`config.mk`:
```
export PLATFORM = sky130hd
export DESIGN_NAME = mul_div_unit
export DESIGN_NICKNAME = d
export VERILOG_FILES = /design/src/rtl/mul_div_unit.sv
export SDC_FILE = /design/constraint.sdc
export NUM_CORES = 1
export LEC_CHECK = 0
export CORE_MARGIN = 3
export CORE_UTILIZATION = 42
export DETAILED_ROUTE_END_ITERATION = 10
export PLACE_DENSITY = 0.58
export SYNTH_ARGS = -nofsm -noshare
export SYNTH_HDL_FRONTEND = slang
export SYNTH_SLANG_ARGS = --single-unit
```
`constraint.sdc`:
```
create_clock -name clk_i -period 8.5 [get_ports clk_i]
set_input_delay 1.7 -clock clk_i [delete_from_list [all_inputs] [get_ports clk_i]]
set_output_delay 1.7 -clock clk_i [all_outputs]
set_load 0.01 [all_outputs]
```
`src/rtl/mul_div_unit.sv`:
```
// Iterative RV32M multiply/divide unit for the EX stage: 32-cycle shift-add multiply and restoring divide.
// Define MULDIV_DIV_EN to build the divider; otherwise divide ops complete immediately with result 0.
module mul_div_unit #(
  parameter int unsigned XLEN = 32
) (
  input  logic            clk_i,
  input  logic            rst_i,
  input  logic            start_i,
  input  logic [2:0]      op_i,
  input  logic [XLEN-1:0] RS1_i,
  input  logic [XLEN-1:0] RS2_i,
  input  logic [4:0]      RDaddr_i,
  output logic            stall_o,
  output logic            done_o,
  output logic [XLEN-1:0] result_o,
  output logic [4:0]      RDaddr_o
);

  typedef enum logic [1:0] {IDLE, BUSY, DONE} state_e;

  state_e              state_q, state_d;
  logic [4:0]          cnt_q, cnt_d;
  logic [2:0]          op_q, op_d;
  logic                neg_q, neg_d;
  logic [XLEN-1:0]     opa_q, opa_d;
  logic [2*XLEN-1:0]   acc_q, acc_d;
  logic [4:0]          rdl_q, rdl_d;
  logic [XLEN-1:0]     res_q, res_d;
  logic [4:0]          rdo_q, rdo_d;

  logic                a_sgn, b_sgn, a_neg, b_neg, special;
  logic [XLEN-1:0]     a_mag, b_mag, special_res;
  logic [XLEN:0]       sum;
  logic [2*XLEN-1:0]   mul_nx, step_nx, prod;
  logic [XLEN-1:0]     mul_res, div_res, final_res;
`ifdef MULDIV_DIV_EN
  logic [XLEN:0]       shifted, part;
  logic                ge;
  logic [2*XLEN-1:0]   div_nx;
  logic [XLEN-1:0]     div_sel;
`endif

  // Operand decode: MUL/MULH signed x signed, MULHSU signed x unsigned, *U unsigned.
  always_comb begin
    a_sgn = op_i[2] ? ~op_i[0] : (op_i[1:0] != 2'b11);
    b_sgn = op_i[2] ? ~op_i[0] : ~op_i[1];
    a_neg = a_sgn & RS1_i[XLEN-1];
    b_neg = b_sgn & RS2_i[XLEN-1];
    a_mag = a_neg ? -RS1_i : RS1_i;
    b_mag = b_neg ? -RS2_i : RS2_i;
`ifdef MULDIV_DIV_EN
    special = op_i[2] & ((RS2_i == '0) |
              (~op_i[0] & (RS1_i == {1'b1, {(XLEN-1){1'b0}}}) & (RS2_i == '1)));
    if (RS2_i == '0) special_res = op_i[1] ? RS1_i : '1;
    else             special_res = op_i[1] ? '0 : {1'b1, {(XLEN-1){1'b0}}};
`else
    special     = op_i[2];
    special_res = '0;
`endif
  end

  // One iteration; acc holds {high partial, low shift register}.
  always_comb begin
    sum    = {1'b0, acc_q[2*XLEN-1:XLEN]} + (acc_q[0] ? {1'b0, opa_q} : '0);
    mul_nx = {sum, acc_q[XLEN-1:1]};
`ifdef MULDIV_DIV_EN
    shifted = {acc_q[2*XLEN-1:XLEN], acc_q[XLEN-1]};
    ge      = shifted >= {1'b0, opa_q};
    part    = ge ? shifted - {1'b0, opa_q} : shifted;
    div_nx  = {part[XLEN-1:0], acc_q[XLEN-2:0], ge};
    step_nx = op_q[2] ? div_nx : mul_nx;
    div_sel = op_q[1] ? step_nx[2*XLEN-1:XLEN] : step_nx[XLEN-1:0];
    div_res = neg_q ? -div_sel : div_sel;
`else
    step_nx = mul_nx;
    div_res = '0;
`endif
    prod      = neg_q ? -step_nx : step_nx;
    mul_res   = (op_q[1:0] == 2'b00) ? prod[XLEN-1:0] : prod[2*XLEN-1:XLEN];
    final_res = op_q[2] ? div_res : mul_res;
  end

  always_comb begin
    cnt_d = cnt_q;
    op_d  = op_q;
    neg_d = neg_q;
    opa_d = opa_q;
    acc_d = acc_q;
    rdl_d = rdl_q;
    res_d = res_q;
    rdo_d = rdo_q;
    unique case (state_q)
      IDLE: if (start_i) begin
        cnt_d = '0;
        op_d  = op_i;
        rdl_d = RDaddr_i;
        if (op_i[2]) begin
          opa_d = b_mag;
          acc_d = {{XLEN{1'b0}}, a_mag};
          neg_d = op_i[1] ? a_neg : (a_neg ^ b_neg);
        end else begin
          opa_d = a_mag;
          acc_d = {{XLEN{1'b0}}, b_mag};
          neg_d = a_neg ^ b_neg;
        end
        if (special) begin
          res_d = special_res;
          rdo_d = RDaddr_i;
        end
      end
      BUSY: begin
        acc_d = step_nx;
        cnt_d = cnt_q + 5'd1;
        if (cnt_q == 5'd31) begin
          res_d = final_res;
          rdo_d = rdl_q;
        end
      end
      default: ;
    endcase
  end

  always_ff @(posedge clk_i or negedge rst_i) begin
    if (!rst_i) begin
      state_q <= IDLE;
      cnt_q   <= '0;
      op_q    <= '0;
      neg_q   <= 1'b0;
      opa_q   <= '0;
      acc_q   <= '0;
      rdl_q   <= '0;
      res_q   <= '0;
      rdo_q   <= '0;
    end else begin
      state_q <= state_d;
      cnt_q   <= cnt_d;
      op_q    <= op_d;
      neg_q   <= neg_d;
      opa_q   <= opa_d;
      acc_q   <= acc_d;
      rdl_q   <= rdl_d;
      res_q   <= res_d;
      rdo_q   <= rdo_d;
    end
  end

  always_comb begin
    state_d = state_q;
    unique case (state_q)
      IDLE:    if (start_i) state_d = special ? DONE : BUSY;
      BUSY:    if (cnt_q == 5'd31) state_d = DONE;
      DONE:    state_d = IDLE;
      default: state_d = IDLE;
    endcase
  end

  always_comb begin
    stall_o  = ((state_q == IDLE) & start_i) | (state_q == BUSY);
    done_o   = (state_q == DONE);
    result_o = res_q;
    RDaddr_o = rdo_q;
  end

endmodule

```
==> flow_summary.toml <==
[route]
dr.pass1.iters = 6
drt-wirelength-per-cell_um = 20.5
antenna_left = 0
vias = 10900
drc = 0
routed_wl_um = 37600
viasPerCell = 5.97
initialDrtViolationCount = 957

[critical_path]
rr_worst_depth = 13
critPathRequiredTime_ps = 8800
crit-reg2reg-launch = "acc_q[0]"
path_class = "reg -> reg"
worstSetupEndpointType = "flop"
crit_end = "result_o[31]"
critPathLaunchType = "flop"
timing.rr.end = "result_o[31]"
cp_max_fo = 33
cp-startpoint = "acc_q[0]"
r2r_slack_ps = 3450
worstPathArrival_ps = 5350

[logic_synthesis]
yosysTopAreaCellShare_pct = 32.8
yosysWarnings = 0
synth_top_flop_cell = "dfrtp_1"
synth_nets = 1534
synthTopCellsByArea = "dfrtp_1, o21ai_0, xnor2_1, nand2_1, a21oi_1"
synth_seq_area_share_pct = 32.8
avgSynthCellArea_um2 = 8.00
synth_seq_cells = 149
post_synth_num_cell_types = 65
synth_compound_area_share_pct = 27.1
synth_area_um2 = 11400
synthSimpleGateAreaFrac_pct = 21.2
synthArstFlopShare_pct = 100
synth-xor-area-share_pct = 10.2
synth_mux_area_share_pct = 0.969
synthAdderAreaFrac_pct = 4.25
synthesis.instances = 1421
netlist.top_cell.by_area = "dfrtp_1"
synth-edff-count = 0
synth_top_family_by_area = "compound AO/OA/AOI/OAI gates"

[clock_network]
postCtsSetupBuffers = 0
cts_buffers = 17
clockRootBuffer = "clkbuf_16"
cts_tree = "done"
clk_pin_slew_worst_paths_ps = 70
postCtsHoldBufs = 0
cts_buffer_depth = 2
clk_latency_ps = 440
ctsHtreeMaxLevel = 4
cts_resized = 0
cts.sinks = 149

[floorplanning]
io_pins = 114
fp.coreArea_um2 = 26400
die_area_um2 = 29100
std_cell_rows = 59
fp.dieW_um = 170
start_util_pct = 43.1
dieHeight_um = 170

[timing]
period_needed_ps = 5050
min_period_over_period_pct = 59.4
setup_viol = 0
hold_violations = 0
skew_ps = 19.0
tightest_slew_ps = 1070
finalWorstSetupSlack_ps = 3450
slew_headroom_pct = 28.0
slew_viol_final = 0
tns_ps = 0
fmax_mhz = 198
rsz0062_at_grt = "false"

[run]
maxCapViolCount = 0

[power]
swShare_pct = 49.0
p_sw_mw = 2.30
seqPwrFrac_pct = 28.1
p_comb_share_pct = 56.3
leakage_nw = 5.41
p_int_mw = 2.40
peakVddDrop_mv = 0.173
clkPwrFrac_pct = 15.6
power_density_nw_per_um2 = 353

[placed_design]
place_ws_ps = 3480
gp_congestion = 0.940
io_buffer_count = 113
dp_hpwl_um = 28900

[final_layout]
antennaDiodeCount = 0
area_delta_synth_final_pct = 17.0
layout_commonest_cell = "nand2_1"
fin_nets = 1598
mostFrequentLayoutCells = "nand2_1, o21ai_0, dfrtp_1, clkdlybuf4s50_1"
drive_above_1_share_pct = 5.14
utilization_pct = 50.5

[global_routing]
antenna_found_initial = 1
grt_start_max_net_pins = 111
gr-total-overflow = 0
grt_pass1_wl_um = 58200
grt.total_usage_pct = 25.7
grt_pass1_vias = 10100

[worst_hold_path]
hold_class = "reg -> reg"

[run_status]
status = "completed"
[metal layers]
| layer | GRT usage, % | vias up | routed length (um) |
|---|---|---|---|
| met5 | 0 | - | 11 |
| met2 | 38.6 | 373 | 16500 |
| li1 | - | 5311 | - |
| met1 | 39.0 | 5200 | 18200 |
| met3 | 3.60 | 44 | 2310 |
| met4 | 6.03 | 2 | 583 |
[critical path: stages, from the launching register on]
cell and delay [ps]:
dfrtp_1 710, and2_1 300, ha_1 220, fa_1 430
a21o_1 190, a221o_1 400, a21oi_4 260, xnor2_1 160
or4_1 640, or4_4 570, or4b_4 540, o41ai_2 240
xnor2_1 170, o21ai_1 70
[cells in the mapped netlist, types with 4 or more instances]
cell type,n
o211ai_1,6
nand3_1,22
nor4_1,12
o21a_1,7
a22o_1,33
a31oi_1,8
and3_1,13
dfrtp_1,149
nor2_1,108
nor3_1,27
a22oi_1,49
nand2_1,187
a21oi_1,107
xor2_1,49
nand3b_1,4
nor2b_1,4
o31ai_1,24
nand4_1,18
clkbuf_1,78
and2_1,48
or3_1,12
inv_1,16
o21ai_0,183
or4_1,7
o21ai_1,5
buf_1,7
mux2i_1,11
xnor2_1,84
nand2b_1,10
a211o_1,5
a211oi_1,11
ha_1,37
o41ai_1,15
a21o_1,11
[worst min-delay path by stage]
| stage | to | from | slack (ps) | depth (start not counted) |
|---|---|---|---|---|
| after global placement | rdl_q[4] | rdl_q[4] | 460 | 2 |
| final | rdl_q[4] | rdl_q[4] | 480 | 2 |
| after floorplan | opa_q[10] | opa_q[10] | 440 | 2 |
| after global routing | opa_q[19] | opa_q[19] | 510 | 2 |
| after detailed placement | rdl_q[0] | rdl_q[0] | 460 | 2 |
| after CTS | rdl_q[0] | rdl_q[0] | 480 | 2 |
[registers in the layout, indices dropped and copies added, names as in the netlist]
signal and count:
state_q 2, opa_q 32, acc_q 64, result_o 32
op_q 3, rdl_q 5, cnt_q 5, neg_q 1
RDaddr_o 5
[area by class of cell]
class | instances | area, um^2
clock buffer | 18 | 429
clock inverter | 13 | 115
fill | 2522 | 13100
inverter | 17 | 63.8
multi-input combinational | 1169 | 7280
sequential | 149 | 3730
tap | 335 | 419
timing repair buffer | 131 | 1260
[per-stage QoR]
| stage | power [mW] | hold WS, ps | instance area, um^2 | instances |
|---|---|---|---|---|
| 3_5_place_dp | 3.94 | 463 | 12800 | 1801 |
| 3_3_place_gp | 3.90 | 458 | 12800 | 1801 |
| 5_1_grt | 5.02 | 512 | 13300 | 1832 |
| 4_1_cts | 4.68 | 480 | 13300 | 1832 |
| 2_1_floorplan | 2.96 | 442 | 11400 | 1421 |
| 6_report | 4.70 | 477 | 13300 | 1832 |
[power by group through the flow]
stage | Sequential, mW | Clock, mW | Combinational [mW]
after floorplan | 1.22 | 0 | 1.75
after global placement | 1.32 | 0 | 2.58
after detailed placement | 1.33 | 0 | 2.61
after CTS | 1.32 | 0.742 | 2.62
after global routing | 1.36 | 0.772 | 2.89
final | 1.32 | 0.733 | 2.65
[logic make-up (layout without fill, tap and decap cells)]
| family | after synthesis | in the layout |
|---|---|---|
| flops | 149 | 149 |
| simple gates | 494 | 494 |
| xor+xnor | 133 | 133 |
| compound gates | 493 | 493 |
| mux | 11 | 11 |
| fa+ha+maj | 38 | 38 |
| buf+inv | 103 | 179 |
Power figures use the tool's default switching activity.
==> edit (same settings) <==
The parameter `XLEN` goes from 32 to 40.
--- a/src/rtl/mul_div_unit.sv
+++ b/src/rtl/mul_div_unit.sv
@@ -3,3 +3,3 @@
 module mul_div_unit #(
-  parameter int unsigned XLEN = 32
+  parameter int unsigned XLEN = 40
 ) (
Ports: changed (resized RS1_i, RS2_i and result_o); port bits go from 114 to 138. No check against the original RTL was run, so the function may have changed too.
==> edit against the original RTL <==
  * Sequential cell count increased by 32
  * Largest cell class unchanged
  * Area after synthesis up 27%
  * Worst setup slack got worse by 0.34 ns
  * Final cell count rose by 29%
  * Total power is 24% higher
  * Cell area is 25% higher
  * Highest routed layer is now met4
  * Wire length grew 38%
  * Synthesized cell count grew 29%
==> edit: results (changes against the original RTL) <==
Power
  – Leak Pwr: 6.79 nW (+26%)
  – Sw Pwr: 0.00296 W (+28%)

Route
  – DR pass1 iterations: 7 (+1)
  – First DRT Iteration DRCs: 1148 (+20%)
  – WL per Instance: 21.9 um (+6.8%)
  – Top routing layer used: met4
  – Vias per inst: 6.01 (+0.81%)
  – Met1 WL: 24.2 mm (+33%)
  – Metal3 WL: 3.16 mm (+37%)
  – Met2 wire length: 23.4 mm (+42%)
  – Via count: 14200 (+30%)

Critical path
  – Max Fanout on Critical Path: 18 (-45%)
  – CP delay by family, top: buffers and inverters
  – Largest incremental delay on the critical path: 0.72 ns
  – Critical path's slowest cell: and2_1

Global routing
  – Initial antenna violation count: 2 (+1)
  – M2 GR Usage: 44.9% (+6.3 points)
  – Met1 Usage GRT: 41.0% (+1.9 points)
  – Global-route wire length before repair: 79.8 mm (+37%)
  – Largest net degree at the start of global routing: 107 (-3.6%)
  – Total track usage: 28.3% (+2.6 points)
  – Vias in the first global route: 13300 (+31%)
  – Met3 Use GR: 3.76% (+0.15 points)

Layout
  – Share of cells above drive strength 1: 4.34% (-0.80 points)
  – Max reg flops: 80 (+25%)
  – Fillers: 3335 (+32%)

Timing
  – Skew final: 0.0122 ns (-0.00675 ns)
  – Worst-margin pin slew: 1.00 ns (-0.0713 ns)

Synthesis
  – Synth area leaders: dfrtp_1 31%, o21ai_0 8.5%, nand2_1 7.1%
  – Top post-synthesis cells by count: 271 x nand2_1, 244 x o21ai_0, 181 x dfrtp_1
  – Post-Syn Nets: 1971 (+28%)
  – Sequential-to-total area share from yosys stat: 31.4% (-1.4 points)
  – Cells after Synth: 1834 (+29%)
  – Synth unique cells: 80 (+23%)

Outcome
  – Status: complete, no violations

Placed design
  – Post-DP HPWL: 40.2 mm (+39%)
  – Port bufs: 137 (+21%)
  – Placed Instance Area: 16100 um^2 (+26%)
  – Final Wtd Congestion: 0.945 (+0.47%)
  – Placed Instances: 2327 (+29%)

CTS
  – Cts bufs inserted: 17 (unchanged)
  – Post-CTS Setup Inserts: 0 (unchanged)
[edit: area by class of cell]
class,count,area (um^2),share of cell area (%)
clock buffer,21,440,2.65
inverter,26,97.6,0.587
timing repair buffer,151,1480,8.88
multi-input combinational,1521,9410,56.5
tap,448,561,3.37
sequential,181,4530,27.2
clock inverter,11,120,0.722
[edit: cell families after synthesis]
logic type	count (synthesis)	synth area share, %
simple gates	653	21.7
compound gates	645	28.3
flops	181	31.4
xor+xnor	159	9.67
buf+inv	132	3.44
fa+ha+maj	46	4.05
mux	18	1.35
[edit: through the flow]
stage                     worst slack (ns)  power, W  hold slack [ns]
after floorplan                       4.04   0.00370            0.431
after global routing                  2.89   0.00621            0.497
after global placement                3.08   0.00496            0.458
final                                 3.10   0.00581            0.476
after detailed placement              3.09   0.00497            0.465
after CTS                             3.10   0.00578            0.482
[edit: path summary, 6_finish.rpt]
check,from,depth (start not counted),to,slack [ns]
max in group asynchronous,rst_i,2,neg_q,5.92
hold reg to reg,opa_q[16],2,opa_q[16],0.48
hold / removal,opa_q[16],2,opa_q[16],0.48
setup / recovery,start_i,5,stall_o,3.10
setup reg to reg,acc_q[0],13,result_o[35],3.28
min in group asynchronous,rst_i,1,acc_q[62],1.29
[edit: power by group through the flow]
stage          Clock, W  Sequential, W  Combinational [W]
3_3_place_gp          0        0.00163            0.00333
2_1_floorplan         0        0.00147            0.00223
3_5_place_dp          0        0.00163            0.00334
4_1_cts        0.000806        0.00162            0.00336
6_report       0.000795        0.00163            0.00339
5_1_grt        0.000842        0.00166            0.00370
[edit: tightest hold or removal path: cells and delay by family (launching register included)]
family,cells,cell delay [ns]
and+or+nand+nor,1,0.05
AOI/OAI and AO/OA,1,0.06
DFF,1,0.34
